==> src/rtl/nonce_sched_pkg.sv <==
// Shared definitions for the nonce scheduler: FSM state encoding, datapath
// width, default watchdog limit and the packed job-result payload.
package nonce_sched_pkg;

    localparam int unsigned NONCE_W                = 32;
    localparam int unsigned DEFAULT_TIMEOUT_CYCLES = 1024;

    typedef enum logic [2:0] {
        ST_IDLE  = 3'd0,
        ST_ISSUE = 3'd1,
        ST_WAIT  = 3'd2,
        ST_CHECK = 3'd3,
        ST_DONE  = 3'd4
    } sched_state_t;

    // Mutually exclusive job outcome flags
    typedef struct packed {
        logic found;
        logic exhausted;
        logic error;
    } job_result_t;

endpackage

==> src/rtl/nonce_scheduler_if.sv <==
// Request/response channel between the nonce scheduler and the SHA-256 core.
//   master (scheduler): drives core_req, core_nonce; samples core_ack,
//                       core_done, core_hash_hi
//   slave  (core)     : the mirror image
interface nonce_scheduler_if;
    import nonce_sched_pkg::*;

    logic               core_req;
    logic [NONCE_W-1:0] core_nonce;
    logic               core_ack;
    logic               core_done;
    logic [NONCE_W-1:0] core_hash_hi;

    modport master (
        output core_req,
        output core_nonce,
        input  core_ack,
        input  core_done,
        input  core_hash_hi
    );

    modport slave (
        input  core_req,
        input  core_nonce,
        output core_ack,
        output core_done,
        output core_hash_hi
    );

endinterface

==> src/rtl/nonce_scheduler_timeout.sv <==
// sched_timeout: per-nonce watchdog.
//   clk, reset : clock, async active-low reset
//   clear      : zero the count (held while not waiting on the core)
//   enable     : count one cycle spent waiting
//   expired    : high during the LIMIT-th enabled cycle since the last clear,
//                so the owner leaves its wait state exactly LIMIT cycles after
//                entering it
module sched_timeout #(
    parameter int unsigned LIMIT = 1024
) (
    input  logic clk,
    input  logic reset,
    input  logic clear,
    input  logic enable,
    output logic expired
);

    localparam int unsigned    CNT_W = (LIMIT > 1) ? $clog2(LIMIT) : 1;
    localparam logic [CNT_W-1:0] LAST = CNT_W'(LIMIT - 1);

    logic [CNT_W-1:0] cnt_q;

    // Cycle counter, parks on LAST so it can never wrap
    always_ff @(posedge clk or negedge reset) begin
        if (!reset) begin
            cnt_q <= '0;
        end else if (clear) begin
            cnt_q <= '0;
        end else if (enable && (cnt_q != LAST)) begin
            cnt_q <= cnt_q + CNT_W'(1);
        end
    end

    assign expired = enable && !clear && (cnt_q == LAST);

endmodule

==> src/rtl/nonce_scheduler.sv <==
// nonce_scheduler: walks a nonce range through an external SHA-256 core and
// stops at the first hash whose top word is <= target.
//   clk, reset            : clock, async active-low reset
//   start, abort          : job start pulse (IDLE only), job cancel
//   nonce_start/nonce_end : inclusive range, may wrap through 0xFFFFFFFF
//   target                : hit threshold (unsigned compare)
//   core                  : request/response channel to the hash core
//   busy, done            : job in progress, one-cycle end-of-job pulse
//   found/exhausted/error : job outcome, held until the next accepted start
//   found_nonce           : nonce that produced the hit
//   hash_count            : only with NONCE_SCHEDULER_STATS_EN, hashes checked
//                           in the current job (saturating)
module nonce_scheduler
    import nonce_sched_pkg::*;
#(
    parameter int unsigned TIMEOUT_CYCLES = DEFAULT_TIMEOUT_CYCLES
) (
    input  logic                 clk,
    input  logic                 reset,
    input  logic                 start,
    input  logic                 abort,
    input  logic [NONCE_W-1:0]   nonce_start,
    input  logic [NONCE_W-1:0]   nonce_end,
    input  logic [NONCE_W-1:0]   target,
    nonce_scheduler_if.master    core,
    output logic                 busy,
    output logic                 done,
    output logic                 found,
    output logic                 exhausted,
    output logic                 error,
    output logic [NONCE_W-1:0]   found_nonce
`ifdef NONCE_SCHEDULER_STATS_EN
    ,
    output logic [NONCE_W-1:0]   hash_count
`endif
);

    sched_state_t       state_q, state_d;
    logic [NONCE_W-1:0] cur_q, cur_d;
    logic [NONCE_W-1:0] end_q, end_d;
    logic [NONCE_W-1:0] target_q, target_d;
    logic [NONCE_W-1:0] hash_q, hash_d;
    logic [NONCE_W-1:0] found_nonce_q, found_nonce_d;
    job_result_t        res_q, res_d;
    logic               core_req_q;
    logic               busy_q;
    logic               done_q;
    logic               start_ok;
    logic               to_expired;

    assign start_ok = (state_q == ST_IDLE) && start && !abort;

    // Watchdog runs only while waiting for core_done and is zero on entry
    sched_timeout #(
        .LIMIT (TIMEOUT_CYCLES)
    ) u_timeout (
        .clk     (clk),
        .reset   (reset),
        .clear   (state_q != ST_WAIT),
        .enable  (state_q == ST_WAIT),
        .expired (to_expired)
    );

    // State and datapath registers; handshake/status outputs follow next state
    always_ff @(posedge clk or negedge reset) begin
        if (!reset) begin
            state_q       <= ST_IDLE;
            cur_q         <= '0;
            end_q         <= '0;
            target_q      <= '0;
            hash_q        <= '0;
            found_nonce_q <= '0;
            res_q         <= '0;
            core_req_q    <= 1'b0;
            busy_q        <= 1'b0;
            done_q        <= 1'b0;
        end else begin
            state_q       <= state_d;
            cur_q         <= cur_d;
            end_q         <= end_d;
            target_q      <= target_d;
            hash_q        <= hash_d;
            found_nonce_q <= found_nonce_d;
            res_q         <= res_d;
            core_req_q    <= (state_d == ST_ISSUE);
            busy_q        <= (state_d != ST_IDLE);
            done_q        <= (state_d == ST_DONE);
        end
    end

    // Next-state and datapath updates
    always_comb begin
        state_d       = state_q;
        cur_d         = cur_q;
        end_d         = end_q;
        target_d      = target_q;
        hash_d        = hash_q;
        found_nonce_d = found_nonce_q;
        res_d         = res_q;

        case (state_q)
            ST_IDLE: begin
                if (start_ok) begin
                    cur_d         = nonce_start;
                    end_d         = nonce_end;
                    target_d      = target;
                    found_nonce_d = '0;
                    res_d         = '0;
                    state_d       = ST_ISSUE;
                end
            end
            ST_ISSUE: begin
                if (core.core_ack) begin
                    state_d = ST_WAIT;
                end
            end
            ST_WAIT: begin
                // A result arriving in the expiry cycle still counts
                if (core.core_done) begin
                    hash_d  = core.core_hash_hi;
                    state_d = ST_CHECK;
                end else if (to_expired) begin
                    res_d.error = 1'b1;
                    state_d     = ST_DONE;
                end
            end
            ST_CHECK: begin
                if (hash_q <= target_q) begin
                    res_d.found   = 1'b1;
                    found_nonce_d = cur_q;
                    state_d       = ST_DONE;
                end else if (cur_q == end_q) begin
                    res_d.exhausted = 1'b1;
                    state_d         = ST_DONE;
                end else begin
                    // Natural 32-bit wrap handles ranges crossing zero
                    cur_d   = cur_q + NONCE_W'(1);
                    state_d = ST_ISSUE;
                end
            end
            ST_DONE: begin
                state_d = ST_IDLE;
            end
            default: begin
                state_d = ST_IDLE;
            end
        endcase

        // Cancel overrides everything outside IDLE and leaves no result behind
        if (abort && (state_q != ST_IDLE)) begin
            state_d       = ST_IDLE;
            res_d         = '0;
            found_nonce_d = '0;
        end
    end

    assign core.core_req   = core_req_q;
    assign core.core_nonce = cur_q;
    assign busy            = busy_q;
    assign done            = done_q;
    assign found           = res_q.found;
    assign exhausted       = res_q.exhausted;
    assign error           = res_q.error;
    assign found_nonce     = found_nonce_q;

`ifdef NONCE_SCHEDULER_STATS_EN
    logic [NONCE_W-1:0] hash_cnt_q;

    // Counts WAIT->CHECK transitions of the current job, saturating
    always_ff @(posedge clk or negedge reset) begin
        if (!reset) begin
            hash_cnt_q <= '0;
        end else if (start_ok) begin
            hash_cnt_q <= '0;
        end else if ((state_q == ST_WAIT) && (state_d == ST_CHECK) && (hash_cnt_q != '1)) begin
            hash_cnt_q <= hash_cnt_q + NONCE_W'(1);
        end
    end

    assign hash_count = hash_cnt_q;
`endif

endmodule

==> src/flat_wrapper.sv <==
// flat-port wrapper written by rule: the top's interface ports become plain ports
module nonce_scheduler_flat import nonce_sched_pkg::*;
#(
    parameter int unsigned TIMEOUT_CYCLES = DEFAULT_TIMEOUT_CYCLES
)
  (clk, reset, start, abort, nonce_start, nonce_end, target, busy, done, found, exhausted, error, found_nonce, core_core_req, core_core_nonce, core_core_ack, core_core_done, core_core_hash_hi);
  nonce_scheduler_if core_i ();
  input  logic clk;
  input  logic reset;
  input  logic start;
  input  logic abort;
  input  logic [NONCE_W-1:0] nonce_start;
  input  logic [NONCE_W-1:0] nonce_end;
  input  logic [NONCE_W-1:0] target;
  output logic busy;
  output logic done;
  output logic found;
  output logic exhausted;
  output logic error;
  output logic [NONCE_W-1:0] found_nonce;
  output wire logic [$bits(core_i.core_req)-1:0] core_core_req;
  output wire logic [$bits(core_i.core_nonce)-1:0] core_core_nonce;
  input wire logic [$bits(core_i.core_ack)-1:0] core_core_ack;
  input wire logic [$bits(core_i.core_done)-1:0] core_core_done;
  input wire logic [$bits(core_i.core_hash_hi)-1:0] core_core_hash_hi;
  assign core_core_req = core_i.core_req;
  assign core_core_nonce = core_i.core_nonce;
  assign core_i.core_ack = core_core_ack;
  assign core_i.core_done = core_core_done;
  assign core_i.core_hash_hi = core_core_hash_hi;
  nonce_scheduler #(.TIMEOUT_CYCLES(TIMEOUT_CYCLES)) u_core (.clk(clk), .reset(reset), .start(start), .abort(abort), .nonce_start(nonce_start), .nonce_end(nonce_end), .target(target), .core(core_i), .busy(busy), .done(done), .found(found), .exhausted(exhausted), .error(error), .found_nonce(found_nonce));
endmodule
==> config.mk <==
export PLATFORM = sky130hd
export DESIGN_NAME = nonce_scheduler_flat
export DESIGN_NICKNAME = d
export VERILOG_FILES = /design/src/rtl/nonce_sched_pkg.sv /design/src/rtl/nonce_scheduler_if.sv /design/src/rtl/nonce_scheduler_timeout.sv /design/src/rtl/nonce_scheduler.sv /design/src/flat_wrapper.sv
export SDC_FILE = /design/constraint.sdc
export NUM_CORES = 1
export LEC_CHECK = 0
export ABC_AREA = 1
export BUFFER_PORTS_ARGS = -buffer_cell sky130_fd_sc_hd__buf_2
export CAP_MARGIN = 20
export CELL_PAD_IN_SITES_DETAIL_PLACEMENT = 2
export CELL_PAD_IN_SITES_GLOBAL_PLACEMENT = 2
export CORE_MARGIN = 3
export CORE_UTILIZATION = 32
export CTS_CLUSTER_DIAMETER = 40
export DETAILED_ROUTE_END_ITERATION = 7
export GPL_ROUTABILITY_DRIVEN = 0
export GPL_TIMING_DRIVEN = 1
export PLACE_DENSITY = 0.84
export REMOVE_ABC_BUFFERS = 1
export SLEW_MARGIN = 20
export SYNTH_ARGS = -nofsm -noshare
export SYNTH_HDL_FRONTEND = slang
export SYNTH_SLANG_ARGS = --single-unit
==> constraint.sdc <==
create_clock -name clk -period 2.5 [get_ports clk]
set_input_delay 0.125 -clock clk [delete_from_list [all_inputs] [get_ports clk]]
set_output_delay 0.125 -clock clk [all_outputs]
set_load 0.05 [all_outputs]
==> impl_metrics.py <==
metrics = {
    "clock_network": {
        "cts.sinks": 179,
        "clock_path_buffers": 2,
        "cts_tree": "done",
        "cts.reportedPaths.clkPinSlew_ns": 0.08,
        "root_buffer": "clkbuf_16",
        "clk-insertion-delay-late_ns": 0.44,
        "cts_buffers": 17,
        "cts_max_level": 4,
    },
    "routing": {
        "ant_nets": 0,
        "wl_per_cell_um": 21.6,
        "drc": 0,
        "m1WireLength_um": 16300,
        "firstDrtPassIters": 5,
        "drtIter0Drc": 421,
        "route.top_layer_used": "met4",
        "wirelength_um": 40000,
        "dr_wl_met2_um": 20900,
        "dr_wl_met3_um": 1740,
        "viasPerCell": 5.07,
        "vias": 9414,
    },
    "critical_path": {
        "endpoint_kind": "flip-flop",
        "crit_arrival_ns": 2.67,
        "path_class": "flip-flop to flip-flop",
        "r2r_cells": 11,
        "worstPathMaxFanout": 13,
        "r2r_slack_ns": 0.13,
        "cp.required_ns": 2.80,
        "r2r-end": "u_core.core.core_nonce[21]",
        "worstSetupStartpointType": "flip-flop",
        "r2r-start": "u_core.hash_q[21]",
    },
    "floorplan": {
        "io_pins": 204,
        "rows": 62,
        "die_h_um": 178,
        "dieArea_um2": 31500,
        "start_util_pct": 32.7,
        "die_w_um": 178,
        "core-area_um2": 28900,
    },
    "logic_synthesis": {
        "avgSynthCellArea_um2": 8.16,
        "synth-edff-count": 0,
        "ys.flop_type": "dfrtp_1",
        "synth_area_um2": 9420,
        "netlist_instances": 1155,
        "async_flop_share_pct": 100,
        "yosysTopAreaCell": "dfrtp_1",
        "synth_top_area_share_pct": 47.5,
        "synth-seq-area-share_pct": 47.5,
        "synth_area_leaders": "dfrtp_1 (48%), nand2_1 (16%), nand3_1 (4.6%), ha_1 (4.5%), inv_1 (3.1%)",
        "ys_warn_count": 0,
        "synthDistinctLibCells": 42,
        "synth-seq-cells": 179,
    },
    "power": {
        "seq_power_share_pct": 33.2,
        "power_frac_comb_pct": 48.7,
        "powerDensity_nw_per_um2": 1220,
        "max-vdd-ir-drop_uv": 466,
        "clockPowerShare_pct": 18.1,
        "intPower_w": 0.00797,
        "switching_power_w": 0.00748,
        "p_sw_share_pct": 48.4,
        "p_leak_nw": 6.53,
    },
    "finish": {
        "nets": 1625,
        "area_growth_pct": 34.9,
        "layout.cells.non_filler": 1856,
        "fillers": 3202,
        "fin_util_pct": 44.0,
        "drive_gt1_share_pct": 21.6,
    },
    "placed_design": {
        "placed_cells": 1711,
        "dp_hpwl_um": 24800,
        "io_buffers": 203,
    },
    "global_routing": {
        "grt_overflow": 0,
        "grt_pass1_wl_um": 61100,
        "grt_pass1_vias": 10874,
        "antenna_found_initial": 4,
        "grtUsageTotal_pct": 25.2,
        "grt_start_max_net_pins": 86,
    },
    "sta": {
        "timing.hold.ws_ns": 0.0175,
        "drv_slew": 0,
        "period_share_pct": 94.7,
        "setup_viol": 0,
        "max_freq_ghz": 0.422,
        "hold_viol_final": 0,
        "worst_slew_pin_slew_ns": 0.674,
        "clock_skew_ns": 0.0185,
        "min_period_ns": 2.37,
        "maxSlewHeadroom_pct": 55.0,
    },
    "min_path": {
        "whs_endpoint": "u_core.core.core_nonce[24]",
        "worstHoldStart": "nonce_start[24]",
        "hold_class": "primary input to flip-flop",
        "holdPathStages": 3,
    },
    "status": {
        "status": "finished clean",
    },
    "run": {
        "cap_violations": 0,
    },
}
-- cell usage in the layout (no fill, tap or decap), drive strengths merged, types with 5 or more instances in the layout --
cell         count
mux2i           22
nand4           10
xnor2           28
o21ai           84
dfrtp          179
a21oi           23
nor2            63
buf            236
or2             10
clkbuf          20
nand3           88
nand2          410
dlygate4sd3    102
xor2            21
nand3b           5
inv             91
ha              34
nor3            20
-- cell families (layout without fill, tap and decap cells) --
| group | Yosys count | after routing | share of synthesized area (%) |
|---|---|---|---|
| and+or+nand+nor | 611 | 611 | 27.6 |
| DFF | 179 | 179 | 47.5 |
| buffers and inverters | 144 | 457 | 6.80 |
| AOI/OAI and AO/OA | 116 | 116 | 6.67 |
| xor gates and xnor gates | 49 | 49 | 4.55 |
| adders and majority gates | 34 | 34 | 4.51 |
| muxes | 22 | 22 | 2.34 |
| other | 0 | 4 | 0 |
-- how the worst max path moves through the flow --
stage                        startpoint                          to  slack [ns]  depth (start not counted)
CTS                 u_core.target_q[31]      u_core.found_nonce[22]        0.03                         15
global placement      u_core.hash_q[23]  u_core.core.core_nonce[14]        0.23                          9
detailed placement  u_core.target_q[31]      u_core.found_nonce[31]        0.03                         12
finish                u_core.hash_q[21]  u_core.core.core_nonce[21]        0.13                         11
floorplan             u_core.state_q[2]      u_core.found_nonce[31]       -1.26                         10
global route        u_core.target_q[31]  u_core.core.core_nonce[21]      -0.007                         13
-- cell usage after synthesis, types with 2 or more instances --
master    count
a21oi_1      23
o21ai_0      58
nand2_4       3
clkbuf_2      7
buf_6         6
buf_2        22
inv_1        79
nor2_1       57
nand3_2       2
nor3_1       18
o21ai_1      20
inv_2         7
nor4_1        3
or2_0         5
a211oi_1      2
nand2_1     406
nand4_1      10
mux2i_1      22
dfrtp_1     179
xnor2_1      28
nor2_4        2
nor2_2        4
nand3b_1      5
xor2_1       21
buf_4         5
or2_2         3
or2_1         2
clkbuf_1     18
o21ai_2       6
nor3_4        2
nand3_1      86
ha_1         34
-- per-stage QoR --
step,power [W],setup slack [ns],instance area [µm²],setup TNS [ns]
2_1_floorplan,0.00925,-1.26,9100,-116.83
3_3_place_gp,0.0114,0.235,10900,0
3_5_place_dp,0.0118,0.0322,10900,0
4_1_cts,0.0149,0.0255,12500,0
5_1_grt,0.0165,-0.00713,12700,-0.00713
6_report,0.0155,0.131,12700,0
-- per-layer routing --
metal	vias to the layer above	GRT usage [%]
met4	0	9.85
met1	4787	29.3
met2	276	46.2
met5	-	0
met3	63	3.96
li1	4288	-
-- worst max-delay path, stage by stage (launching register included) --
cell and delay, ns:
dfrtp_1 0.40, ha_1 0.31, nand4_1 0.22, nor4_4 0.33, nand2_1 0.13, nand2_2 0.14
nand3_2 0.10, nand2_4 0.14, nand2_8 0.10, buf_12 0.16, nand2_1 0.07, o21ai_0 0.12
-- state kept, by name, summed over array words and instances, names as in the netlist, 3 cells and up --
| name | flops |
|---|---|
| u_core.core.core_nonce | 32 |
| u_core.end_q | 32 |
| u_core.found_nonce | 32 |
| u_core.hash_q | 32 |
| u_core.target_q | 32 |
| u_core.u_timeout.cnt_q | 10 |
| u_core.state_q | 3 |
-- power by group through the flow --
| stage | clock network (W) | registers, W | logic [W] |
|---|---|---|---|
| 6_report | 0.00279 | 0.00514 | 0.00752 |
| 5_1_grt | 0.00297 | 0.00526 | 0.00824 |
| 4_1_cts | 0.00283 | 0.00505 | 0.00701 |
| 3_5_place_dp | 0 | 0.00508 | 0.00674 |
| 3_3_place_gp | 0 | 0.00500 | 0.00636 |
| 2_1_floorplan | 0 | 0.00586 | 0.00339 |
-- timing repair --
item	in CTS	in global routing
hold buffers	102	0
endpoints found under the setup margin	2	66
hold endpoints to repair	138	0
gates cloned	0	3
pin swaps	0	5
gates resized for setup	1	19
buffers inserted	0	6
-- final cells by class --
type | instances | area (µm²) | share of cell area, %
diodes | 4 | 10.0 | 0.0788
clock buffers | 17 | 425 | 3.35
clock inverters | 13 | 150 | 1.18
inverters | 86 | 323 | 2.54
multi-input cells | 832 | 4380 | 34.5
flip-flops and latches | 179 | 4480 | 35.3
well taps | 384 | 480 | 3.78
repair buffers | 341 | 2450 | 19.3
No activity file was read; power rests on OpenSTA's default activity.
